File: src/rtl/shift_sequencer.sv
// Multi-cycle shifter: applies a 5-bit shift as a sequence of 4-bit and 1-bit
// steps, using the SLL/SRL/SRA select encoding of the combinational shift stages.
module shift_sequencer (
  input  logic        clk,
  input  logic        reset,
  input  logic        start,
  input  logic [31:0] B,
  input  logic [4:0]  shamt,
  input  logic [1:0]  ALUfun,
  output logic [31:0] y,
  output logic        busy,
  output logic        done
);

  localparam logic [1:0] ST_IDLE  = 2'd0;
  localparam logic [1:0] ST_SHIFT = 2'd1;
  localparam logic [1:0] ST_DONE  = 2'd2;

  logic [1:0]  r_state;
  logic [31:0] r_acc;
  logic [4:0]  r_rem;
  logic [1:0]  r_type;

  logic        w_step4;
  logic [4:0]  w_step;
  logic [4:0]  w_rem_next;
  logic [31:0] w_shifted;

  // Large steps first while at least 4 bits remain, then single-bit steps.
  assign w_step4    = (r_rem >= 5'd4);
  assign w_step     = w_step4 ? 5'd4 : 5'd1;
  assign w_rem_next = r_rem - w_step;

  // Bit 1 of the type selects arithmetic, so 10 and 11 both mean SRA.
  always_comb begin
    w_shifted = r_acc;
    if (r_type[1]) begin
      w_shifted = w_step4 ? {{4{r_acc[31]}}, r_acc[31:4]} : {r_acc[31], r_acc[31:1]};
    end else if (r_type[0]) begin
      w_shifted = w_step4 ? {4'b0000, r_acc[31:4]} : {1'b0, r_acc[31:1]};
    end else begin
      w_shifted = w_step4 ? {r_acc[27:0], 4'b0000} : {r_acc[30:0], 1'b0};
    end
  end

  always_ff @(posedge clk) begin
    if (reset) begin
      r_state <= ST_IDLE;
      r_acc   <= 32'd0;
      r_rem   <= 5'd0;
      r_type  <= 2'b00;
    end else begin
      case (r_state)
        ST_IDLE: begin
          if (start) begin
            r_acc   <= B;
            r_rem   <= shamt;
            r_type  <= ALUfun;
            r_state <= (shamt == 5'd0) ? ST_DONE : ST_SHIFT;
          end
        end
        ST_SHIFT: begin
          r_acc <= w_shifted;
          r_rem <= w_rem_next;
          if (w_rem_next == 5'd0) begin
            r_state <= ST_DONE;
          end
        end
        ST_DONE: begin
          r_state <= ST_IDLE;
        end
        default: begin
          r_state <= ST_IDLE;
        end
      endcase
    end
  end

  assign y    = r_acc;
  assign busy = (r_state != ST_IDLE);
  assign done = (r_state == ST_DONE);

endmodule

File: config.mk
export PLATFORM = sky130hd
export DESIGN_NAME = shift_sequencer
export DESIGN_NICKNAME = d
export VERILOG_FILES = /design/src/rtl/shift_sequencer.sv
export SDC_FILE = /design/constraint.sdc
export NUM_CORES = 1
export LEC_CHECK = 0
export CAP_MARGIN = 10
export CORE_MARGIN = 2
export CORE_UTILIZATION = 45
export DETAILED_ROUTE_END_ITERATION = 8
export PLACE_DENSITY = 0.84
export SLEW_MARGIN = 10
export SYNTH_ARGS = -nofsm -noshare
export SYNTH_HDL_FRONTEND = slang
export SYNTH_SLANG_ARGS = --single-unit
File: constraint.sdc
create_clock -name clk -period 2.25 [get_ports clk]
set_input_delay 0.675 -clock clk [delete_from_list [all_inputs] [get_ports clk]]
set_output_delay 0.675 -clock clk [all_outputs]
set_load 0.01 [all_outputs]
==> run metrics <==
via count=3431; Slew HR=60.70%; most common cell after layout, fill and taps aside=clkdlybuf4s50_1; Hold Buf Count CTS=0; Max Clock Freq=0.4729 GHz; post_cts resized=0; Mapped Area=2923 um2; Mapped Avg Cell Area=7.437 um2; sequential fraction of the synthesis area=28.08%; clock sink count=41; vias per inst=6.401; largest net degree at the start of global routing=45; RePlAce Congestion=0.9250; die width=84.59 um; first-pass GRT wire length=15630 um; port bufs=75; max cap viols=0; Hold Crit Class=reg -> reg; CTS tree=done; htree depth=2; syn nets=438; leakage power=1.397 nW; Fillers=587; diode count=0; YS warnings=0; drt wl/cell=17.71 um; kind of critical path=reg -> out; vias in the first global route=3241; Tmin final=2.115 ns; clock buffer depth=2; Final Hold Viols=0; Crit Path Max Fanout=5; Post-synth EDFFs=0; Worst-Margin Slew=0.5833 ns; Inserted Clock Buffers=5; CTS clk-pin slew, worst paths=0.08 ns; Startpoint Class=flop; Layout area overhead=32.28%; Seq cells post-synth=41; Critical Path RT=1.57 ns; WL final=9491 um; setup_tns=0 ns; CP arrival=1.44 ns; post-route ant nets=0; Main synth FF type=dfxtp_1; die area=7155 um2; clock skew=0.01054 ns; ys async rst share=0%; final setup fails=0; Netlist cell types=50; row count=29; fraction of layout cells with a size suffix above 1=9.586%; combined global-route utilization of all metal layers=26.28%; RSZ-0062 raised after global routing=false; Initial DRC Count=296; initial core utilization=46.29%; grt ovf=0; Clock Latency Late Sink=0.30 ns; overall die height=84.59 um; setup bufs post-CTS=0; number of remaining DRC errors=0; post-detail-place hpwl=6607 um; Ports=76; outcome=finished, final reports clean; final-stage net count=503; worst vdd rail ir drop=0.0009438 V; drt first pass iters=5; Pins Over Slew Limit=0; Core Box Area=6314 um2; Clock Root Buffer=clkbuf_8; cell area power density=1450 nW/um2; Worst Setup End Kind=primary output; Mapped Cells=393; Tcrit/Tclk final=93.99%; Hold Slack=0.4615 ns; initial antenna violation count=0; most frequent cells in the layout=clkdlybuf4s50_1 (75), dfxtp_1 (41), a311oi_1 (39), nand2_1 (39), a21oi_1 (31)
metrics by stage:
stage / utilization [%] / setup WS, ns / total power (W) / instance area [um2] / std cells
6_report: 61.24 / 0.1353 / 0.005605 / 3866 / 536
5_1_grt: 61.24 / 0.009070 / 0.005970 / 3866 / 536
3_3_place_gp: 59.29 / -0.09937 / 0.004783 / 3744 / 528
2_1_floorplan: - / 0.04057 / 0.003710 / 2923 / 393
3_5_place_dp: 59.29 / -0.1654 / 0.004881 / 3744 / 528
4_1_cts: 61.14 / 0.06666 / 0.005519 / 3860 / 536
layer usage:
layer  up-vias  GRT usage [%]  part of all wire, %
met5         -              0                    0
met2       225          42.52                   48
met4         0          8.225                  2.0
met3        24          4.130                  9.1
li1       1581              -                    -
met1      1601          36.04                   41
Yosys cell counts (4+ instances only):
cell      instances  area [um2]
and2_1           24       150.1
mux2_2            4       45.04
a31oi_1           5       31.28
nand2b_1          9       56.30
nor2_1           31       116.4
o22ai_1           4       25.02
nand3_1          19       95.09
dfxtp_1          41       820.8
a221oi_1          4       35.03
a21oi_1          31       155.2
nand2_1          39       146.4
buf_6             4       45.04
o21ai_0          25       125.1
buf_2            12       60.06
inv_1            21       78.83
clkbuf_1         17       63.81
nor4_1            4       25.02
a211oi_1          4       30.03
a21o_1            5       37.54
a311oi_1         39       341.6
critical path, cell delays in order (launching register included):
cell             delay [ns]
dfxtp_1                0.36
or2_2                  0.30
clkdlybuf4s50_1        0.48
cell type report:
class	count	area [um2]	area share, %
tap	77	96.34	2.492
inverter	22	95.09	2.460
sequential	41	820.8	21.23
timing repair buffer	94	905.9	23.43
clock buffer	7	86.33	2.233
multi-input combinational	294	1832	47.38
clock inverter	1	30.03	0.7767
sequential cells by signal (all words and copies together) (netlist names):
signal and flops:
r_rem 5, r_state 2, y 32, r_type 2
path summary, 6_finish.rpt:
kind / from / endpoint / slack [ns] / cells past startpoint
setup reg to reg: r_rem[2] / r_state[1] / 0.15 / 7
hold reg to reg: r_rem[0] / r_rem[0] / 0.46 / 2
hold / removal: r_rem[0] / r_rem[0] / 0.46 / 2
setup / recovery: r_state[1] / busy / 0.14 / 2
where the power goes:
part | total (W) | internal [W] | switching (W)
logic | 0.00351 | 0.00156 | 0.00195
clock network | 0.000640 | 0.000362 | 0.000277
registers | 0.00145 | 0.00103 | 0.000424
total | 0.00561 | 0.00295 | 0.00266
kinds of logic (layout without fill, tap and decap cells):
logic type                 Yosys count  count (layout)  synth area share (%)
DFF                                 41              41                 28.08
buffers and inverters               58             124                 9.547
xor gates and xnor gates             1               1                0.2997
AOI/OAI and AO/OA                  137             137                 33.00
muxes                                7               7                 2.568
adders and majority gates            3               3                 1.284
and+or+nand+nor                    146             146                 25.21
(Power assumes the default switching activity.)
